**src/rtl/ex_stage_muldiv.sv**
```systemverilog
// Execute stage: operand forwarding, ALU, branch/jump targets, plus an
// iterative radix-2 multiply / restoring divide unit with HI/LO registers.
module ex_stage_muldiv #(
  parameter int NBits   = 32,
  parameter int CntBits = $clog2(NBits) + 1
) (
  input  logic               clk,
  input  logic               reset,
  input  logic               ShamtSelector,
  input  logic               ALUSrc,
  input  logic [NBits-1:0]   ReadData1,
  input  logic [NBits-1:0]   ReadData2,
  input  logic [NBits-1:0]   ShamtExtend,
  input  logic [NBits-1:0]   InmmediateExtend,
  input  logic [2:0]         ALUOp,
  input  logic [5:0]         ALUFunction,
  input  logic               RType,
  input  logic               Flush,
  input  logic [25:0]        JumpNoShifted,
  input  logic [NBits-1:0]   PC_4,
  input  logic [1:0]         ForwardA,
  input  logic [1:0]         ForwardB,
  input  logic [NBits-1:0]   ALUMemOrPCData,
  input  logic [NBits-1:0]   MEM_ALUResult,
  output logic [NBits-1:0]   WriteData,
  output logic [NBits-1:0]   BranchAddress,
  output logic [NBits-1:0]   JumpAddress,
  output logic [NBits-1:0]   ALUResult,
  output logic               Zero,
  output logic               MulDivBusy,
  output logic               Stall,
  output logic [NBits-1:0]   HI,
  output logic [NBits-1:0]   LO
);

  localparam logic [5:0] FnMfhi  = 6'h10;
  localparam logic [5:0] FnMthi  = 6'h11;
  localparam logic [5:0] FnMflo  = 6'h12;
  localparam logic [5:0] FnMtlo  = 6'h13;
  localparam logic [5:0] FnMult  = 6'h18;
  localparam logic [5:0] FnMultu = 6'h19;
  localparam logic [5:0] FnDiv   = 6'h1A;
  localparam logic [5:0] FnDivu  = 6'h1B;

  typedef enum logic [3:0] {
    AluAdd, AluSub, AluAnd, AluOr, AluXor, AluNor,
    AluSlt, AluSltu, AluSll, AluSrl, AluSra, AluLui
  } aluCtl_t;

  typedef enum logic [1:0] {Idle, MulRun, DivRun} mdState_t;

  logic [NBits-1:0] rsFwd, rtFwd, aluA, aluB, aluOut;
  logic [4:0]       shamt;
  aluCtl_t          aluCtl;

  always_comb begin
    case (ForwardA)
      2'd1:    rsFwd = ALUMemOrPCData;
      2'd2:    rsFwd = MEM_ALUResult;
      default: rsFwd = ReadData1;
    endcase
    case (ForwardB)
      2'd1:    rtFwd = ALUMemOrPCData;
      2'd2:    rtFwd = MEM_ALUResult;
      default: rtFwd = ReadData2;
    endcase
  end

  assign aluA          = ShamtSelector ? ShamtExtend : rsFwd;
  assign aluB          = ALUSrc ? InmmediateExtend : rtFwd;
  assign WriteData     = rtFwd;
  assign BranchAddress = PC_4 + (InmmediateExtend << 2);
  assign JumpAddress   = {PC_4[NBits-1:28], JumpNoShifted, 2'b00};

  // ALUOp 7 selects the R-type funct decode; other codes are immediate-class ops.
  always_comb begin
    aluCtl = AluAdd;
    case (ALUOp)
      3'd0: aluCtl = AluAdd;
      3'd1: aluCtl = AluSub;
      3'd2: aluCtl = AluAnd;
      3'd3: aluCtl = AluOr;
      3'd4: aluCtl = AluLui;
      3'd5: aluCtl = AluSlt;
      3'd6: aluCtl = AluXor;
      default: begin
        case (ALUFunction)
          6'h20, 6'h21: aluCtl = AluAdd;
          6'h22, 6'h23: aluCtl = AluSub;
          6'h24:        aluCtl = AluAnd;
          6'h25:        aluCtl = AluOr;
          6'h26:        aluCtl = AluXor;
          6'h27:        aluCtl = AluNor;
          6'h2A:        aluCtl = AluSlt;
          6'h2B:        aluCtl = AluSltu;
          6'h00, 6'h04: aluCtl = AluSll;
          6'h02, 6'h06: aluCtl = AluSrl;
          6'h03, 6'h07: aluCtl = AluSra;
          default:      aluCtl = AluAdd;
        endcase
      end
    endcase
  end

  always_comb begin
    shamt  = aluA[4:0];
    aluOut = '0;
    case (aluCtl)
      AluAdd:  aluOut = aluA + aluB;
      AluSub:  aluOut = aluA - aluB;
      AluAnd:  aluOut = aluA & aluB;
      AluOr:   aluOut = aluA | aluB;
      AluXor:  aluOut = aluA ^ aluB;
      AluNor:  aluOut = ~(aluA | aluB);
      AluSlt:  aluOut = {{(NBits-1){1'b0}}, ($signed(aluA) < $signed(aluB))};
      AluSltu: aluOut = {{(NBits-1){1'b0}}, (aluA < aluB)};
      AluSll:  aluOut = aluB << shamt;
      AluSrl:  aluOut = aluB >> shamt;
      AluSra:  aluOut = $unsigned($signed(aluB) >>> shamt);
      AluLui:  aluOut = aluB << 16;
      default: aluOut = aluA + aluB;
    endcase
  end

  logic isMfhi, isMthi, isMflo, isMtlo, isMul, isDiv, mdHit, accept;
  logic startMul, startDiv, signedOp, sA, sB, lastStep;
  logic [NBits-1:0] absA, absB;

  assign isMfhi   = RType && (ALUFunction == FnMfhi);
  assign isMthi   = RType && (ALUFunction == FnMthi);
  assign isMflo   = RType && (ALUFunction == FnMflo);
  assign isMtlo   = RType && (ALUFunction == FnMtlo);
  assign isMul    = RType && ((ALUFunction == FnMult) || (ALUFunction == FnMultu));
  assign isDiv    = RType && ((ALUFunction == FnDiv) || (ALUFunction == FnDivu));
  assign mdHit    = isMfhi | isMthi | isMflo | isMtlo | isMul | isDiv;
  assign Stall    = MulDivBusy & mdHit;
  assign accept   = mdHit & ~Flush & ~Stall;
  assign startMul = accept & isMul;
  assign startDiv = accept & isDiv;

  // Signed variants have an even funct code; unsigned ones set bit 0.
  assign signedOp = ~ALUFunction[0];
  assign sA       = signedOp & rsFwd[NBits-1];
  assign sB       = signedOp & rtFwd[NBits-1];
  assign absA     = sA ? -rsFwd : rsFwd;
  assign absB     = sB ? -rtFwd : rtFwd;

  mdState_t             state, stateNext;
  logic [CntBits-1:0]   cnt;
  logic [2*NBits-1:0]   acc;
  logic [NBits-1:0]     opB;
  logic                 negRes, negRem, divZero;

  assign MulDivBusy = (state != Idle);
  assign lastStep   = MulDivBusy && (cnt == CntBits'(1));

  always_ff @(posedge clk) begin
    if (reset) state <= Idle;
    else       state <= stateNext;
  end

  always_comb begin
    stateNext = state;
    case (state)
      Idle: begin
        if (startMul)      stateNext = MulRun;
        else if (startDiv) stateNext = DivRun;
      end
      MulRun, DivRun: begin
        if (lastStep) stateNext = Idle;
      end
      default: stateNext = Idle;
    endcase
  end

  // One iteration step: acc holds {partial product, multiplier} for MUL and
  // {remainder, dividend/quotient} for DIV, so both share one shift register.
  logic [NBits:0]       mulSum, divTrial;
  logic [NBits-1:0]     divDiff, quoRaw, remRaw, quoFinal, remFinal;
  logic                 divFits;
  logic [2*NBits-1:0]   mulNext, divNext, prodFinal;

  always_comb begin
    mulSum    = {1'b0, acc[2*NBits-1:NBits]} +
                (acc[0] ? {1'b0, opB} : {(NBits+1){1'b0}});
    mulNext   = {mulSum, acc[NBits-1:1]};
    divTrial  = {acc[2*NBits-1:NBits], acc[NBits-1]};
    divFits   = (divTrial >= {1'b0, opB});
    divDiff   = divFits ? NBits'(divTrial - {1'b0, opB}) : divTrial[NBits-1:0];
    divNext   = {divDiff, acc[NBits-2:0], divFits};
    prodFinal = negRes ? -mulNext : mulNext;
    quoRaw    = divNext[NBits-1:0];
    remRaw    = divNext[2*NBits-1:NBits];
    quoFinal  = divZero ? '1 : (negRes ? -quoRaw : quoRaw);
    remFinal  = negRem ? -remRaw : remRaw;
  end

  always_ff @(posedge clk) begin
    if (reset) begin
      cnt     <= '0;
      acc     <= '0;
      opB     <= '0;
      negRes  <= 1'b0;
      negRem  <= 1'b0;
      divZero <= 1'b0;
    end else if (startMul | startDiv) begin
      acc     <= {{NBits{1'b0}}, absA};
      opB     <= absB;
      cnt     <= CntBits'(NBits);
      negRes  <= sA ^ sB;
      negRem  <= sA;
      divZero <= (rtFwd == '0);
    end else if (MulDivBusy && (cnt != '0)) begin
      acc <= (state == MulRun) ? mulNext : divNext;
      cnt <= cnt - CntBits'(1);
    end
  end

  // HI/LO only change on the final iteration or on an accepted MTHI/MTLO.
  always_ff @(posedge clk) begin
    if (reset) begin
      HI <= '0;
      LO <= '0;
    end else if (lastStep) begin
      if (state == MulRun) begin
        HI <= prodFinal[2*NBits-1:NBits];
        LO <= prodFinal[NBits-1:0];
      end else begin
        HI <= remFinal;
        LO <= quoFinal;
      end
    end else if (accept & isMthi) begin
      HI <= rsFwd;
    end else if (accept & isMtlo) begin
      LO <= rsFwd;
    end
  end

  assign ALUResult = isMfhi ? HI : (isMflo ? LO : aluOut);
  assign Zero      = (aluOut == '0);

endmodule

```
**config.mk**
```make
export PLATFORM = sky130hd
export DESIGN_NAME = ex_stage_muldiv
export DESIGN_NICKNAME = d
export VERILOG_FILES = /design/src/rtl/ex_stage_muldiv.sv
export SDC_FILE = /design/constraint.sdc
export NUM_CORES = 2
export LEC_CHECK = 0
export CAP_MARGIN = 20
export CORE_MARGIN = 5
export CORE_UTILIZATION = 35
export CTS_CLUSTER_SIZE = 12
export DETAILED_ROUTE_END_ITERATION = 10
export DONT_BUFFER_PORTS = 1
export SLEW_MARGIN = 20
export SYNTH_ARGS = -nofsm -noshare
export SYNTH_HDL_FRONTEND = slang
export SYNTH_SLANG_ARGS = --single-unit
```
**constraint.sdc**
```tcl
create_clock -name clk -period 15.21 [get_ports clk]
set_clock_uncertainty 0.15 [all_clocks]
set_input_delay 4.563 -clock clk [delete_from_list [all_inputs] [get_ports clk]]
set_output_delay 4.563 -clock clk [all_outputs]
set_load 0.05 [all_outputs]
```
==> out/qor.csv <==
stage,metric,value,unit
logic_synthesis,Area contributors post-synth,"dfxtp_1 11%, ha_1 8.3%, mux2i_1 6.3%",
routing,DRT antenna net count,0,
layout,"Design Area, Final",33500,µm²
logic_synthesis,"Distinct cells, synth",94,
cts,clk buf depth,2,
routing,DR WL/cell,33.3,µm
layout,Layout Utilization,0.384,
cts,Resized Gates After CTS,0,
timing,final setup fails,0,
place,RePlAce Congestion,1.12,
min_path,min-delay worst type,flip-flop to flip-flop,
layout,synth-to-layout area growth,8.68,%
die,Core Region,87000,µm²
critical_path,WP data required,10500,ps
power_and_ir_drop,sw power,1.51,mW
timing,RSZ-0062 raised after global routing,no,
cts,CTS sink count,171,
cts,CTS clock-pin slew for the worst setup and hold paths,70,ps
logic_synthesis,Async SR Flop Fraction,0,
power_and_ir_drop,Pwr Density,82.0,nW/µm²
critical_path,Critical Path AT,10350,ps
cts,H-tree depth,4,
job,MaxCap Viol Count,0,
logic_synthesis,share of the synthesized area in the top cell type,0.111,
die,Starting Density,0.354,
power_and_ir_drop,share of power burned in registers,0.166,
logic_synthesis,Synth Warn #,0,
critical_path,critical-path maximum fanout,17,
critical_path,critical path launch point type,input port,
cts,CTS hold repair buffers,0,
routing,Vias/cell,6.69,
power_and_ir_drop,Int Pwr,1.23,mW
logic_synthesis,Synth area leader,dfxtp_1,
logic_synthesis,sequential-to-total area share from yosys stat,0.111,
layout,Nets,4906,
cts,Num CTS Buffers,17,
run_status,status,completed,
place,dpl cells,5564,
routing,TritonRoute pass-1 iters,10,
routing,Residual DRC,0,
power_and_ir_drop,VDD IR-drop max,0.0740,mV
timing,crit path time final,15060,ps
place,Setup WS pre-CTS,535,ps
logic_synthesis,Post-synth top cells,"468 x nand2_1, 465 x nor2_1, 336 x o21ai_0",
grt,largest net degree at the start of global routing,136,
die,Die Height,307,µm
critical_path,Critical Path Most Common Cell,buf_4,
timing,worst setup margin,148,ps
die,die area,94000,µm²
logic_synthesis,most common cell in the synthesized netlist,nand2_1,
critical_path,critical path capture point type,output port,
critical_path,Crit Path Category,input port to output port,
timing,max-slew violation count,0,
routing,total wire length,187,mm
critical_path,CP max stage cell,nor2_1,
timing,hold_ws,340,ps
cts,root buf cell,clkbuf_16,
grt,vias in the first global route,33500,
grt,first-pass GRT wire length,259,mm
routing,Vias,37600,
logic_synthesis,Avg Inst Size Synth,6.76,µm²
logic_synthesis,ys flop type,dfxtp_1,
cts,TritonCTS clock tree,done,
power_and_ir_drop,"Power, Total",2.74,mW
cts,insertion delay to the later sink of the worst-skew pair,510,ps
logic_synthesis,Mapped Cells,4556,
power_and_ir_drop,switching share of power,0.551,
timing,setup_tns,0,ps
timing,Slew headroom,0.198,
critical_path,ordered cell list for the critical path,inv_1 > ha_2 > buf_4 > a22o_1 > o221ai_4 > buf_4 > nor2_1 > a22o_1 > o21ai_0 > a32oi_1 > buf_4 > o221ai_1 > a2bb2oi_1 > nor3_1 > nand4_1 > nor4_1 > buf_4 > nand4_1 > nor2_1 > buf_4 > buf_4,
timing,final hold violation count,0,
logic_synthesis,area of the mapped netlist,30800,µm²
critical_path,CP bufs+invs,7,
layout,Fillers,9440,
routing,DR iter-0 viols,5464,
critical_path,"Largest delay share family, worst path",compound AO/OA/AOI/OAI gates,
timing,Least-Margin Pin Slew,1190,ps
cts,Post-CTS Setup Inserts,0,
grt,gr usage total,0.374,
die,Placement Rows,108,
timing,final worst path period share,0.990,
critical_path,CP peak stage delay,810,ps
layout,layout cells sized above 1,0.0921,
power_and_ir_drop,Clock Power Share,0.169,
layout,final cell count without fillers,5622,
logic_synthesis,number of synthesized flops with an enable pin,0,
place,Area after DPL,32800,µm²
logic_synthesis,post-synthesis register bit count,171,
place,IO Port Bufs,0,
grt,initial antenna violation count,41,
place,DPL Wire Length,151,mm
die,Die W,307,µm
power_and_ir_drop,Comb pwr share,0.664,
grt,grt ovf,0,
die,io pins,464,
power_and_ir_drop,Leak,13.3,nW
timing,Achievable Freq,66.4,MHz
## worst paths after layout
path,startpoint,endpoint,slack (ps),cells past startpoint
setup / recovery,ForwardA[0],Zero,150,21
hold / removal,state[1],state[1],340,2
setup reg to reg,acc[37],HI[20],8390,23
hold reg to reg,state[1],state[1],340,2
## logic make-up (layout without fill, tap and decap cells)
group                    Yosys count  count (layout)  share of synthesized area
XOR/XNOR                         272             272                     0.0774
other                              1              28                   0.000122
buffers and inverters            608             492                     0.0793
flip-flops                       171             171                      0.111
AO/OA/AOI/OAI                   1569            1569                      0.348
multiplexers                     212             212                     0.0696
AND/OR/NAND/NOR                 1514            1514                      0.228
adder cells (fa/ha/maj)          209             209                     0.0862
## power by group through the flow
stage	Clock (mW)	Combinational, mW	Sequential [mW]
floorplan	0	1.13	0.463
global placement	0	1.76	0.466
detailed placement	0	1.75	0.466
CTS	0.474	1.75	0.456
global route	0.489	1.88	0.456
finish	0.465	1.82	0.456
## layer usage
layer / track usage / wire, µm / vias up
li1: - / - / 16400
met1: 0.473 / 73200 / 18000
met2: 0.564 / 78900 / 2541
met3: 0.134 / 23700 / 561
met4: 0.186 / 11400 / 30
met5: 0 / 204 / -
## flip-flops by register name, indices dropped and copies added, names as in the netlist
signal,count
divZero,1
acc,64
LO,32
negRes,1
state,2
cnt,6
opB,32
HI,32
negRem,1
## tightest hold or removal path: cells and delay by family, from the launching register on
family	cells	cell delay [ps]
compound gates	1	60
flops	1	330
simple gates	1	70
## placed cells by master (no fill, tap or decap), drive strengths merged, types with 18 or more instances in the layout
cell | Yosys | routed
and3 | 25 | 25
inv | 212 | 221
o211ai | 46 | 46
a22o | 40 | 40
nor3 | 103 | 103
a211oi | 195 | 195
xnor2 | 145 | 145
o21bai | 21 | 21
o21a | 53 | 53
nor2b | 29 | 29
o22ai | 39 | 39
clkbuf | 300 | 18
a21o | 58 | 58
ha | 204 | 204
dfxtp | 171 | 171
a31oi | 44 | 44
a22oi | 35 | 35
diode | 0 | 26
or3 | 44 | 44
xor2 | 127 | 127
o221a | 32 | 32
a21oi | 309 | 309
nand4 | 26 | 26
nor2 | 465 | 465
and2 | 30 | 30
mux2i | 195 | 195
nand2b | 105 | 105
a221o | 36 | 36
nor4 | 33 | 33
or2 | 22 | 22
nand2 | 468 | 468
buf | 93 | 245
o31ai | 48 | 48
nand3 | 93 | 93
o21ai | 366 | 366
a221oi | 56 | 56
## cell type report
cell class	instances	area [µm²]	share of cell area
tap	1155	1450	0.0432
clock buffer	18	439	0.0131
inverter	215	807	0.0241
sequential	171	3420	0.102
timing repair buffer	245	2010	0.0602
clock inverter	14	146	0.00438
antenna	26	65.1	0.00194
multi-input combinational	3778	25100	0.751
No activity file was read; power rests on OpenSTA's default activity.
